[src/rtl/counter_scheduler_pkg.sv]
// Shared constants, FSM encoding and preset/bit-order helpers for counter_scheduler.
package counter_pkg;

  localparam int CNT_W = 4;

  localparam logic [1:0] IDLE = 2'd0;
  localparam logic [1:0] LOAD = 2'd1;
  localparam logic [1:0] RUN  = 2'd2;
  localparam logic [1:0] DONE = 2'd3;

  // Preset that makes the carry fire after exactly len count cycles (len 0 = 16).
  function automatic logic [CNT_W-1:0] preset_for(input logic [CNT_W-1:0] len);
    return CNT_W'(5'd16 - {1'b0, len});
  endfunction

  // Converts between a [3:0] value and the counter's [0:3] (bit 0 = LSB) bus order.
  function automatic logic [CNT_W-1:0] bit_rev(input logic [CNT_W-1:0] v);
    logic [CNT_W-1:0] r;
    r = {CNT_W{1'b0}};
    for (int i = 0; i < CNT_W; i++) begin
      r[i] = v[CNT_W-1-i];
    end
    return r;
  endfunction

endpackage

[src/rtl/counter_scheduler_if.sv]
// Requester handshake plus shared-counter control bundle for counter_scheduler.
interface counter_scheduler_if
  import counter_pkg::*;
#(
  parameter int N_REQ = 4
);
  logic [N_REQ-1:0]       req;
  logic [CNT_W*N_REQ-1:0] len;
  logic [N_REQ-1:0]       grant;
  logic [N_REQ-1:0]       done;
  logic                   busy;
  logic                   cnt_count;
  logic                   cnt_load;
  logic [0:CNT_W-1]       cnt_inp;
  logic [0:CNT_W-1]       cnt_out;
  logic                   cnt_carry;

  modport master (
    output req, len, cnt_out, cnt_carry,
    input  grant, done, busy, cnt_count, cnt_load, cnt_inp
  );

  modport slave (
    input  req, len, cnt_out, cnt_carry,
    output grant, done, busy, cnt_count, cnt_load, cnt_inp
  );
endinterface

[src/rtl/counter_scheduler_chk.sv]
// Simulation checker: the counter must hold the loaded preset in the first RUN cycle.
module counter_scheduler_chk
  import counter_pkg::*;
(
  input logic             clock,
  input logic             clear,
  input logic [1:0]       state,
  input logic [CNT_W-1:0] cnt_val,
  input logic [CNT_W-1:0] preset
);

  logic [1:0] prev_r;

  // Previous-cycle state, used to spot the LOAD -> RUN transition.
  always_ff @(posedge clock or posedge clear) begin
    if (clear) prev_r <= IDLE;
    else       prev_r <= state;
  end

  // Preset consistency on the first RUN cycle.
  always @(posedge clock) begin
    if (!clear && state == RUN && prev_r == LOAD) begin
      assert (cnt_val == preset)
        else $error("counter value %0d differs from preset %0d", cnt_val, preset);
    end
  end

endmodule

[src/rtl/counter_scheduler_rr_arbiter.sv]
// Combinational round-robin pick: first requester at or after ptr, wrapping.
module rr_arbiter #(
  parameter int N_REQ = 4,
  parameter int IDX_W = $clog2(N_REQ)
) (
  input  logic [N_REQ-1:0] req,
  input  logic [IDX_W-1:0] ptr,
  output logic             valid,
  output logic [IDX_W-1:0] idx
);

  // Scan offsets from far to near so the nearest requester overwrites last.
  always_comb begin
    int sum;
    int j;
    valid = 1'b0;
    idx   = {IDX_W{1'b0}};
    sum   = 0;
    j     = 0;
    for (int k = N_REQ - 1; k >= 0; k--) begin
      sum = int'(ptr) + k;
      j   = (sum >= N_REQ) ? (sum - N_REQ) : sum;
      if (req[j]) begin
        valid = 1'b1;
        idx   = IDX_W'(j);
      end else begin
        valid = valid;
        idx   = idx;
      end
    end
  end

endmodule

[src/rtl/counter_scheduler.sv]
// Round-robin scheduler timing intervals on one shared 4-bit loadable counter.
// Build option COUNTER_SCHED_ABORT_EN: dropping req[idx] during RUN aborts without done.
module counter_scheduler
  import counter_pkg::*;
#(
  parameter int N_REQ = 4,
  parameter int IDX_W = $clog2(N_REQ)
) (
  input logic               clock,
  input logic               clear,
  counter_scheduler_if.slave bus
);

  logic [1:0]       state_r, state_s;
  logic [IDX_W-1:0] idx_r, idx_s, ptr_r, ptr_s, nxt_ptr_s, arb_idx_s;
  logic [CNT_W-1:0] len_r, len_s;
  logic             arb_valid_s;
  logic [N_REQ-1:0] grant_r, done_r, grant_s, done_s, onehot_s;
  logic             busy_r, cnt_count_r, cnt_load_r;
  logic             busy_s, cnt_count_s, cnt_load_s;
  logic [0:CNT_W-1] cnt_inp_r, cnt_inp_s;

  rr_arbiter #(.N_REQ(N_REQ), .IDX_W(IDX_W)) u_arb (
    .req   (bus.req),
    .ptr   (ptr_r),
    .valid (arb_valid_s),
    .idx   (arb_idx_s)
  );

  assign nxt_ptr_s = (int'(idx_r) == N_REQ - 1) ? {IDX_W{1'b0}} : (idx_r + 1'b1);

  // Next-state logic; len is latched only on the IDLE -> LOAD hand-off.
  always_comb begin
    state_s = state_r;
    idx_s   = idx_r;
    len_s   = len_r;
    ptr_s   = ptr_r;
    case (state_r)
      IDLE: begin
        if (arb_valid_s) begin
          idx_s   = arb_idx_s;
          len_s   = bus.len[CNT_W*arb_idx_s +: CNT_W];
          state_s = LOAD;
        end else begin
          state_s = IDLE;
        end
      end
      LOAD: state_s = RUN;
      RUN: begin
`ifdef COUNTER_SCHED_ABORT_EN
        if (!bus.req[idx_r]) begin
          state_s = IDLE;
          ptr_s   = nxt_ptr_s;
        end else if (bus.cnt_carry) begin
          state_s = DONE;
        end else begin
          state_s = RUN;
        end
`else
        if (bus.cnt_carry) state_s = DONE;
        else               state_s = RUN;
`endif
      end
      DONE: begin
        ptr_s   = nxt_ptr_s;
        state_s = IDLE;
      end
      default: state_s = IDLE;
    endcase
  end

  // Moore outputs computed from the next state so they can be registered.
  always_comb begin
    onehot_s    = {{(N_REQ-1){1'b0}}, 1'b1} << idx_s;
    grant_s     = (state_s != IDLE) ? onehot_s : {N_REQ{1'b0}};
    done_s      = (state_s == DONE) ? onehot_s : {N_REQ{1'b0}};
    busy_s      = (state_s != IDLE);
    cnt_load_s  = (state_s == LOAD);
    cnt_count_s = (state_s == RUN);
    cnt_inp_s   = (state_s == LOAD) ? bit_rev(preset_for(len_s)) : {CNT_W{1'b0}};
  end

  // State, latches and registered outputs.
  always_ff @(posedge clock or posedge clear) begin
    if (clear) begin
      state_r     <= IDLE;
      idx_r       <= {IDX_W{1'b0}};
      ptr_r       <= {IDX_W{1'b0}};
      len_r       <= {CNT_W{1'b0}};
      grant_r     <= {N_REQ{1'b0}};
      done_r      <= {N_REQ{1'b0}};
      busy_r      <= 1'b0;
      cnt_count_r <= 1'b0;
      cnt_load_r  <= 1'b0;
      cnt_inp_r   <= {CNT_W{1'b0}};
    end else begin
      state_r     <= state_s;
      idx_r       <= idx_s;
      ptr_r       <= ptr_s;
      len_r       <= len_s;
      grant_r     <= grant_s;
      done_r      <= done_s;
      busy_r      <= busy_s;
      cnt_count_r <= cnt_count_s;
      cnt_load_r  <= cnt_load_s;
      cnt_inp_r   <= cnt_inp_s;
    end
  end

  assign bus.grant     = grant_r;
  assign bus.done      = done_r;
  assign bus.busy      = busy_r;
  assign bus.cnt_count = cnt_count_r;
  assign bus.cnt_load  = cnt_load_r;
  assign bus.cnt_inp   = cnt_inp_r;

`ifndef SYNTHESIS
  counter_scheduler_chk u_chk (
    .clock   (clock),
    .clear   (clear),
    .state   (state_r),
    .cnt_val (bit_rev(bus.cnt_out)),
    .preset  (preset_for(len_r))
  );
`endif

endmodule

[src/flat_wrapper.sv]
// flat-port wrapper written by rule: the top's interface ports become plain ports
module counter_scheduler_flat import counter_pkg::*;
#(
  parameter int N_REQ = 4,
  parameter int IDX_W = $clog2(N_REQ)
)
  (clock, clear, bus_req, bus_len, bus_cnt_out, bus_cnt_carry, bus_grant, bus_done, bus_busy, bus_cnt_count, bus_cnt_load, bus_cnt_inp);
  counter_scheduler_if #(.N_REQ(N_REQ)) bus_i ();
  input logic clock;
  input logic clear;
  input wire logic [$bits(bus_i.req)-1:0] bus_req;
  input wire logic [$bits(bus_i.len)-1:0] bus_len;
  input wire logic [$bits(bus_i.cnt_out)-1:0] bus_cnt_out;
  input wire logic [$bits(bus_i.cnt_carry)-1:0] bus_cnt_carry;
  output wire logic [$bits(bus_i.grant)-1:0] bus_grant;
  output wire logic [$bits(bus_i.done)-1:0] bus_done;
  output wire logic [$bits(bus_i.busy)-1:0] bus_busy;
  output wire logic [$bits(bus_i.cnt_count)-1:0] bus_cnt_count;
  output wire logic [$bits(bus_i.cnt_load)-1:0] bus_cnt_load;
  output wire logic [$bits(bus_i.cnt_inp)-1:0] bus_cnt_inp;
  assign bus_i.req = bus_req;
  assign bus_i.len = bus_len;
  assign bus_i.cnt_out = bus_cnt_out;
  assign bus_i.cnt_carry = bus_cnt_carry;
  assign bus_grant = bus_i.grant;
  assign bus_done = bus_i.done;
  assign bus_busy = bus_i.busy;
  assign bus_cnt_count = bus_i.cnt_count;
  assign bus_cnt_load = bus_i.cnt_load;
  assign bus_cnt_inp = bus_i.cnt_inp;
  counter_scheduler #(.N_REQ(N_REQ), .IDX_W(IDX_W)) u_core (.clock(clock), .clear(clear), .bus(bus_i));
endmodule
[config.mk]
export PLATFORM = sky130hd
export DESIGN_NAME = counter_scheduler_flat
export DESIGN_NICKNAME = d
export VERILOG_FILES = /design/src/rtl/counter_scheduler_pkg.sv /design/src/rtl/counter_scheduler_if.sv /design/src/rtl/counter_scheduler_chk.sv /design/src/rtl/counter_scheduler_rr_arbiter.sv /design/src/rtl/counter_scheduler.sv /design/src/flat_wrapper.sv
export SDC_FILE = /design/constraint.sdc
export NUM_CORES = 1
export LEC_CHECK = 0
export ABC_AREA = 1
export CAP_MARGIN = 25
export CORE_MARGIN = 2
export CORE_UTILIZATION = 30
export DETAILED_ROUTE_END_ITERATION = 8
export SLEW_MARGIN = 0
export SYNTH_ARGS = -nofsm -noshare
export SYNTH_HDL_FRONTEND = slang
export SYNTH_SLANG_ARGS = --single-unit
export TNS_END_PERCENT = 50
[constraint.sdc]
create_clock -name clock -period 4 [get_ports clock]
set_input_delay 0.4 -clock clock [delete_from_list [all_inputs] [get_ports clock]]
set_output_delay 0.4 -clock clock [all_outputs]
set_load 0.02 [all_outputs]
==> results of run 1 <==
[through the flow]
| stage | hold slack, ns | setup slack [ns] | instance area (um2) | util | cells |
|---|---|---|---|---|---|
| 3_3_place_gp | 0.5159 | 1.392 | 1922 | 0.4042 | 283 |
| 4_1_cts | 0.5398 | 1.624 | 1971 | 0.4145 | 287 |
| 5_1_grt | 0.5852 | 1.367 | 1971 | 0.4145 | 287 |
| 6_report | 0.5337 | 1.630 | 1971 | 0.4145 | 287 |
| 3_5_place_dp | 0.5177 | 1.387 | 1922 | 0.4042 | 283 |
| 2_1_floorplan | 0.4273 | 2.020 | 1490 | - | 181 |
[logic make-up after synthesis]
| family | after synthesis |
|---|---|
| adders and majority gates | 6 |
| AOI/OAI and AO/OA | 11 |
| and+or+nand+nor | 103 |
| DFF | 25 |
| xor gates and xnor gates | 1 |
| buffers and inverters | 35 |
[critical path, stage by stage, from the launching register on]
cell	delay (ns)
dfrtp_1	0.57
inv_4	0.11
nand2_2	0.11
nand2_4	0.06
nand2_4	0.09
nand3_1	0.07
o21ai_0	0.22
nand2_1	0.08
nand2_1	0.18
nand3_1	0.12
nand3_1	0.11
nand2_2	0.09
ha_1	0.22
xor2_1	0.16
nor2_1	0.06
[synth_stat cells (all sizes together)]
cell type,n,area (um2)
o22ai,1,6.260
nand3b,3,22.52
ha,6,75.07
xor2,1,8.760
or2,3,18.78
dfrtp,25,625.6
nand3,20,125.1
nand2,58,300.3
inv,33,126.4
a21oi,1,8.760
nor4,1,21.27
nor2,18,72.57
a21boi,1,7.510
o211ai,2,15.01
buf,2,22.52
o21ai,6,33.78
[flip-flops by register name, summed over array words and instances, names as in the netlist]
register / cells
u_core.bus.busy: 1
u_core.bus.cnt_count: 1
u_core.bus.cnt_inp: 4
u_core.bus.cnt_load: 1
u_core.bus.done: 4
u_core.bus.grant: 4
u_core.idx_r: 2
u_core.len_r: 4
u_core.ptr_r: 2
u_core.state_r: 2
[layer usage]
layer,global-route usage,up-vias,wire (um)
li1,-,632,-
met1,0.1557,535,1314
met2,0.1927,23,1365
met3,0.02710,4,194
met4,0.05357,0,53
met5,0,-,0
[area by class of cell]
| type | count | area share |
|---|---|---|
| tap | 67 | 0.04254 |
| inverter | 33 | 0.06413 |
| timing repair buffer | 37 | 0.1879 |
| multi-input combinational | 121 | 0.3632 |
| sequential | 25 | 0.3175 |
| clock inverter | 1 | 0.003810 |
| clock buffer | 3 | 0.02095 |
[report_power, final]
part | internal (mW) | leakage, nW | switching [mW]
logic | 0.382 | 0.637 | 0.661
registers | 0.359 | 0.316 | 0.0488
clock network | 0.0706 | 0.0217 | 0.0790
[final timing paths]
kind / start / to / slack, ns
min in group asynchronous: clear / u_core.bus.cnt_inp[1]$_DFF_PP0_ / 0.62
max in group asynchronous: clear / u_core.idx_r[0]$_DFF_PP0_ / 2.82
hold / removal: u_core.len_r[2]$_DFF_PP0_ / u_core.len_r[2]$_DFF_PP0_ / 0.53
setup / recovery: u_core.ptr_r[0]$_DFFE_PP0N_ / u_core.bus.cnt_inp[2]$_DFF_PP0_ / 1.63
setup reg to reg: u_core.ptr_r[0]$_DFFE_PP0N_ / u_core.bus.cnt_inp[2]$_DFF_PP0_ / 1.63
hold reg to reg: u_core.len_r[2]$_DFF_PP0_ / u_core.len_r[2]$_DFF_PP0_ / 0.53
==> out/summary.txt, run 1 <==
Synth Area in XOR/XNOR - 0.005877
setup TNS - 0 ns
row count - 25
vias in the first global route - 1,157
Yosys warning total - 0
Clk Latency, worst-skew pair - 0.27 ns
Die H - 74.48 um
Final GP Congestion - 0.7259
CTS H-tree lvls - 1
Setup violations, final - 0
synth unique cells - 26
CP endpoint kind - flop
Total Nets Final - 254
Leak Pwr - 0.9743 nW
Syn Area/Cell - 8.233 um2
Total GRT Usage - 0.1203
max-slew violations - 0
drt wl/cell - 10.20 um
run status - finished, final reports clean
Seq/Total Area, Yosys - 0.4198
Final period util - 0.5924
pin count of the biggest net entering global routing - 26
Pre-antenna DRT Iters - 4
DP HPWL - 2330 um
vias per cell - 4.160
mux contribution to synthesized area - 0
main combinational cell family by area after synthesis - simple AND/OR/NAND/NOR gates
total power - 1.601 mW
Fillers - 495
number of register bits inferred by synthesis - 25
Arr. time, crit path - 2.54 ns
post-synthesis net count - 214
worst-path maximum fanout - 8
Power per Cell Area - 812.3 nW/um2
RSZ-0062 raised after global routing - false
Max Fclk - 0.4220 GHz
Die W - 74.48 um
Synth Area in Adders - 0.05038
Post-CTS Setup Bufs - 0
Gate Count Post-Synth - 181
Compound-Gate Fraction of Synth Area - 0.04786
hold_buf cts - 0
Hold Path Class - reg -> reg
footprint of the multi-input gates - 715.7 um2
post-route ant nets - 0
Post-Route WL - 2927 um
starting density of the core - 0.3134
initial antenna violation count - 0
Layout area overhead - 32.24%
port bufs - 37
clock slew seen by the registers of the worst setup and hold paths - 0.09 ns
Netlist Area Pre-Place - 1490 um2
final hold vios - 0
IO Count - 42
Slew @ Worst Pin - 0.9078 ns
Synth Area in Simple Gates - 0.3762
VDD IR max - 0.3732 mV
CTS sink cnt - 25
CTS Buf Count - 3
Slew headroom - 0.3942
Die Footprint - 5547 um2
max-cap violations - 0
number of DRC markers in iteration 0 - 74
TritonCTS clock tree - done
worst-case clock buffer depth - 2
commonest non-fill, non-tap cells in the layout - 37 x nand2_1, 37 x clkdlybuf4s50_1, 30 x inv_1
register area - 625.6 um2
post-CTS resize count - 0
total congestion overflow - 0
share of cells above drive strength 1 - 0.1773
crit path kind - reg -> reg
post-route minimum period - 2.370 ns
hold depth - 2
CTS Root Cell - clkbuf_8
CP required - 4.17 ns
DRC viols - 0
core area - 4755 um2
Ant. Diodes - 0
first-pass GRT wire length - 5064 um
Clock Skews - 0.008507 ns
via count - 1,194
r2r worst-path depth - 14
startpoint type of the worst setup path - flop
Power figures use the tool's default switching activity.
==> run 2, diff against run 1 <==
==> constraint.sdc (replaced) <==
create_clock -name clock -period 2.29 [get_ports clock]
set_input_delay 0.229 -clock clock [delete_from_list [all_inputs] [get_ports clock]]
set_output_delay 0.229 -clock clock [all_outputs]
set_load 0.02 [all_outputs]
==> out/summary.txt, run 2 (synthesis gave the netlist of run 1 again) <==
row count - 25
IO Count - 42
clock network power share - 0.081
CP delay by family, top - simple AND/OR/NAND/NOR gates
port bufs - 37
Total Nets Final - 271
Slew @ Worst Pin - 0.3561 ns
CP required - 2.45 ns
Post-CTS Setup Bufs - 0
post-route ant nets - 0
number of DRC markers in iteration 0 - 31
via count - 1,277
pin count of the biggest net entering global routing - 26
Seq pwr share - 0.227
commonest non-fill, non-tap cells in the layout - 37 x nand2_1, 37 x clkdlybuf4s50_1, 30 x inv_1
CTS Root Cell - clkbuf_8
Hold Path Class - in -> async
first-pass GRT wire length - 5216 um
VDD IR max - 0.7023 mV
Die W - 74.48 um
internal power - 1.690 mW
startpoint type of the worst setup path - flop
Die Footprint - 5547 um2
Arr. time, crit path - 2.29 ns
final core occ - 0.4426
CTS Buf Count - 3
CP bufs+invs - 1
CP endpoint kind - flop
Area after DPL - 2049 um2
RSZ-0062 raised after global routing - true
Die H - 74.48 um
hold_buf cts - 0
run status - finished, final reports clean
slowest cell on the critical path - dfrtp_2
post-route minimum period - 2.125 ns
crit path kind - reg -> reg
max-slew violations - 0
max-cap violations - 0
Leak Pwr - 1.057 nW
critical path, cell by cell - inv_4, nand2_2, nand3_2, nand2_2, nor4_4, nor2_2, or2_1, nand2_4, ha_1, xor2_1, nor2_1
share of cells above drive strength 1 - 0.2489
Clock Skews - 0.002782 ns
combinational power share - 0.692
Ant. Diodes - 0
Clk Latency, worst-skew pair - 0.27 ns
vias in the first global route - 1,259
Slew headroom - 0.7601
Layout area overhead - 41.23%
total congestion overflow - 0
TritonCTS clock tree - done
CP most frequent cell - nand2_2
DP HPWL - 2375 um
Final Cell Area - 2105 um2
sw frac - 0.4607
Post-Route WL - 3015 um
Final WS setup - 0.1653 ns
total power - 3.134 mW
Setup violations, final - 0
post-CTS resize count - 0
Final GP Congestion - 0.7374
CTS sink cnt - 25
worst-case clock buffer depth - 2
Power per Cell Area - 1489 nW/um2
drt wl/cell - 9.918 um
final hold vios - 0
worst-path maximum fanout - 9
dpl ws - -0.05174 ns
switching pwr - 1.444 mW
Pre-antenna DRT Iters - 4
Final period util - 0.9278
core area - 4755 um2
vias per cell - 4.201
CTS H-tree lvls - 1
Fin Hold WS - 0.2938 ns
initial antenna violation count - 0
starting density of the core - 0.3134
clock slew seen by the registers of the worst setup and hold paths - 0.08 ns
Total GRT Usage - 0.1209
Max Fclk - 0.4707 GHz
Worst path max stage delay - 0.48 ns
DRC viols - 0
run 2: cell count changes in the layout (fill, tap and decap cells not counted), sizes merged:
cell      before  now
buf            0   17
clkinvlp       1    0
clkbuf         3    4
run 2: power by group through the flow:
| stage | Clock (mW) | Combinational, mW | Sequential (mW) |
|---|---|---|---|
| 5_1_grt | 0.283 | 2.45 | 0.732 |
| 3_3_place_gp | 0 | 2.14 | 0.719 |
| 4_1_cts | 0.269 | 2.18 | 0.710 |
| 6_report | 0.254 | 2.17 | 0.712 |
| 2_1_floorplan | 0 | 1.34 | 0.799 |
| 3_5_place_dp | 0 | 2.16 | 0.715 |
run 2: area by class of cell:
| type | count | area, um2 |
|---|---|---|
| timing repair buffer | 54 | 498.0 |
| clock buffer | 4 | 45.04 |
| sequential | 25 | 628.1 |
| fill | 499 | 2650 |
| inverter | 33 | 126.4 |
| tap | 67 | 83.83 |
| multi-input combinational | 121 | 723.2 |
run 2: per-layer routing:
layer,vias to the layer above,routed length [um],track usage
li1,666,-,-
met1,579,1373,0.1540
met2,27,1385,0.2016
met3,5,200,0.02439
met4,0,55,0.04762
met5,-,0,0
run 2: worst paths after layout:
kind                                                   from                              end  slack (ns)  depth (start not counted)
worst min-delay path                                  clear  u_core.bus.cnt_inp[2]$_DFF_PP0_        0.29                          3
worst max register to register  u_core.ptr_r[0]$_DFFE_PP0N_  u_core.bus.cnt_inp[2]$_DFF_PP0_        0.17                         11
min in group clock                u_core.len_r[2]$_DFF_PP0_        u_core.len_r[2]$_DFF_PP0_        0.53                          2
worst max-delay path            u_core.ptr_r[0]$_DFFE_PP0N_  u_core.bus.cnt_inp[2]$_DFF_PP0_        0.17                         11
worst min register to register    u_core.len_r[2]$_DFF_PP0_        u_core.len_r[2]$_DFF_PP0_        0.53                          2
max in group asynchronous                             clear      u_core.ptr_r[1]$_DFFE_PP0N_        1.74                          3
run 2: through the flow:
step                  TNS, ns  instances
floorplan                   0        181
global placement      -0.1104        300
finish                      0        304
CTS                         0        304
global route        -0.003074        304
detailed placement   -0.09780        300
run 2: worst reg2reg max path, delay by kind of cell, from the launching register on:
family / cells / cell delay (ns)
simple gates: 8 / 1.11
fa+ha+maj: 1 / 0.15
buf+inv: 1 / 0.13
flops: 1 / 0.48
xor+xnor: 1 / 0.15
==> run 3, diff against run 2 <==
--- a/config.mk
+++ b/config.mk
@@ -5,11 +5,11 @@
 export SDC_FILE = /design/constraint.sdc
 export NUM_CORES = 1
 export LEC_CHECK = 0
-export ABC_AREA = 1
 export CAP_MARGIN = 25
 export CORE_MARGIN = 2
 export CORE_UTILIZATION = 30
 export DETAILED_ROUTE_END_ITERATION = 8
+export SETUP_SLACK_MARGIN = 0.2
 export SLEW_MARGIN = 0
 export SYNTH_ARGS = -nofsm -noshare
 export SYNTH_HDL_FRONTEND = slang
==> out/summary.txt, run 3 <==
first-pass GRT wire length - 4319 um
Total Nets Final - 204
slowest cell on the critical path - or4_4
port bufs - 37
Post-synth ARST share - 1.000
post-route minimum period - 2.128 ns
drt wl/cell - 12.59 um
CTS Buf Count - 3
share of cells above drive strength 1 - 0.2471
DP HPWL - 2099 um
Synth top area share - 0.5092
critical path launch point - bus_req[1]
Seq/Total Area, Yosys - 0.5092
max-slew violations - 0
post-route ant nets - 0
Die Footprint - 4623 um2
clock slew seen by the registers of the worst setup and hold paths - 0.08 ns
Power per Cell Area - 1276 nW/um2
final hold vios - 0
RSZ-0062 raised after global routing - true
DRC viols - 0
VDD IR max - 0.6972 mV
Setup violations, final - 0
worst-case clock buffer depth - 2
CP required - 2.48 ns
vias per cell - 4.600
TritonCTS clock tree - done
critical path, cell by cell - clkdlybuf4s50_1, or4_4, buf_4, nand2_4, nor3_4, buf_4, a21bo_2, o211ai_1, nand2b_1, mux2i_1
most frequent cells after synthesis - 25 x dfrtp_1, 12 x nand2_1, 10 x nor2_1
number of DRC markers in iteration 0 - 25
Arr. time, crit path - 2.31 ns
Die H - 68.00 um
top post-synthesis cells by area - dfrtp_1 51%, ha_1 6.1%, mux2i_1 4.9%, nand2_1 3.7%, nor2_1 3.1%
CTS Root Cell - clkbuf_8
Post-synth EDFFs - 0
Post-Layout Cell Count - 220
Netlist Area Pre-Place - 1229 um2
Clk Latency, worst-skew pair - 0.26 ns
Slew headroom - 0.6481
core area - 3971 um2
Ant. Diodes - 0
Worst path max stage delay - 0.56 ns
worst r2r src - u_core.ptr_r[1]$_DFFE_PP0N_
vias in the first global route - 971
CP endpoint kind - flop
most common cell in the synthesized netlist - dfrtp_1
Max Fclk - 0.4700 GHz
dpl ws - -0.1893 ns
number of register bits inferred by synthesis - 25
post-synthesis net count - 144
total power - 2.402 mW
crit path kind - in -> reg
Layout area overhead - 53.16%
row count - 23
starting density of the core - 0.3094
post-placement cell count - 213
Clock Skews - 0.001793 ns
run status - finished, final reports clean
worst-path maximum fanout - 3
via count - 1,012
r2r worst-path depth - 8
Gate Count Post-Synth - 111
Post-Route WL - 2769 um
Total GRT Usage - 0.1247
CP most frequent cell - buf_4
Hold Path Class - in -> async
startpoint type of the worst setup path - input pin
Primary FF master, synth - dfrtp_1
max-cap violations - 0
Leak Pwr - 0.8596 nW
total congestion overflow - 0
IO Count - 42
Syn Area/Cell - 11.07 um2
Final period util - 0.9292
Pre-antenna DRT Iters - 4
synth unique cells - 37
Die W - 68.00 um
Final GP Congestion - 0.7141
largest area contributor in the netlist - dfrtp_1
initial antenna violation count - 0
CTS H-tree lvls - 1
commonest non-fill, non-tap cells in the layout - 35 x clkdlybuf4s50_1, 24 x dfrtp_1, 18 x buf_4
Slew @ Worst Pin - 0.5243 ns
commonest non-fill, non-tap cell in the layout - clkdlybuf4s50_1
Yosys warning total - 0
hold_buf cts - 0
Final WS setup - 0.1622 ns
CTS sink cnt - 25
pin count of the biggest net entering global routing - 26
-- run 3: stage by stage --
| step | cell area [um2] | utilization | hold slack, ns | setup TNS [ns] |
|---|---|---|---|---|
| floorplan | 1234 | - | 0.2563 | 0 |
| CTS | 1839 | 0.4631 | 0.3110 | 0 |
| finish | 1882 | 0.4739 | 0.3044 | 0 |
| detailed placement | 1779 | 0.4480 | 0.5018 | -0.5145 |
| global route | 1882 | 0.4739 | 0.3455 | 0 |
| global placement | 1779 | 0.4480 | 0.5072 | -0.3616 |
-- run 3: cell families (layout without fill, tap and decap cells) --
logic type,Yosys count,in the layout,synth area share
mux,9,9,0.07943
xor+xnor,1,1,0.007130
buf+inv,11,70,0.03461
flops,25,25,0.5092
fa+ha+maj,6,6,0.06110
compound gates,19,19,0.1405
simple gates,40,40,0.1680
-- run 3: routing by layer --
metal,GRT usage,part of all wire,up-vias
met5,0,0,-
met4,0.04500,0.014,0
met3,0.02961,0.069,4
met2,0.2027,0.48,25
met1,0.1615,0.44,485
li1,-,-,498
-- run 3: timing repair --
action,CTS,global route
buffers inserted,1,2
pin swaps,1,3
endpoints found under the setup margin,3,5
gates resized for setup,4,5
hold endpoints to repair,0,0
-- run 3: path summary, 6_finish.rpt --
check | end | slack [ns]
max in group asynchronous | u_core.ptr_r[1]$_DFFE_PP0N_ | 1.74
min in group clock | u_core.len_r[2]$_DFF_PP0_ | 0.55
worst max-delay path | u_core.bus.cnt_inp[3]$_DFF_PP0_ | 0.16
worst min-delay path | u_core.bus.done[1]$_DFF_PP0_ | 0.30
worst min register to register | u_core.len_r[2]$_DFF_PP0_ | 0.55
worst max register to register | u_core.bus.cnt_inp[3]$_DFF_PP0_ | 0.18
-- run 3: where the power goes --
part / leakage, nW / internal (mW) / switching [mW] / total [mW]
sequential: 0.318 / 0.625 / 0.0899 / 0.715
clock: 0.0228 / 0.124 / 0.124 / 0.248
combinational: 0.518 / 0.681 / 0.758 / 1.44
-- run 3: final cells by class --
| cell class | count | area [um2] |
|---|---|---|
| Clock buffer | 4 | 45.04 |
| Fill cell | 374 | 2090 |
| Inverter | 11 | 42.54 |
| Multi-Input combinational cell | 75 | 601.8 |
| Sequential cell | 25 | 626.9 |
| Tap cell | 50 | 62.56 |
| Timing Repair Buffer | 55 | 503.0 |
-- run 3: worst max-delay path, delay by kind of cell --
family          cells  cell delay, ns
compound gates      2            0.32
buf+inv             3            0.77
mux                 1            0.12
simple gates        4            0.86
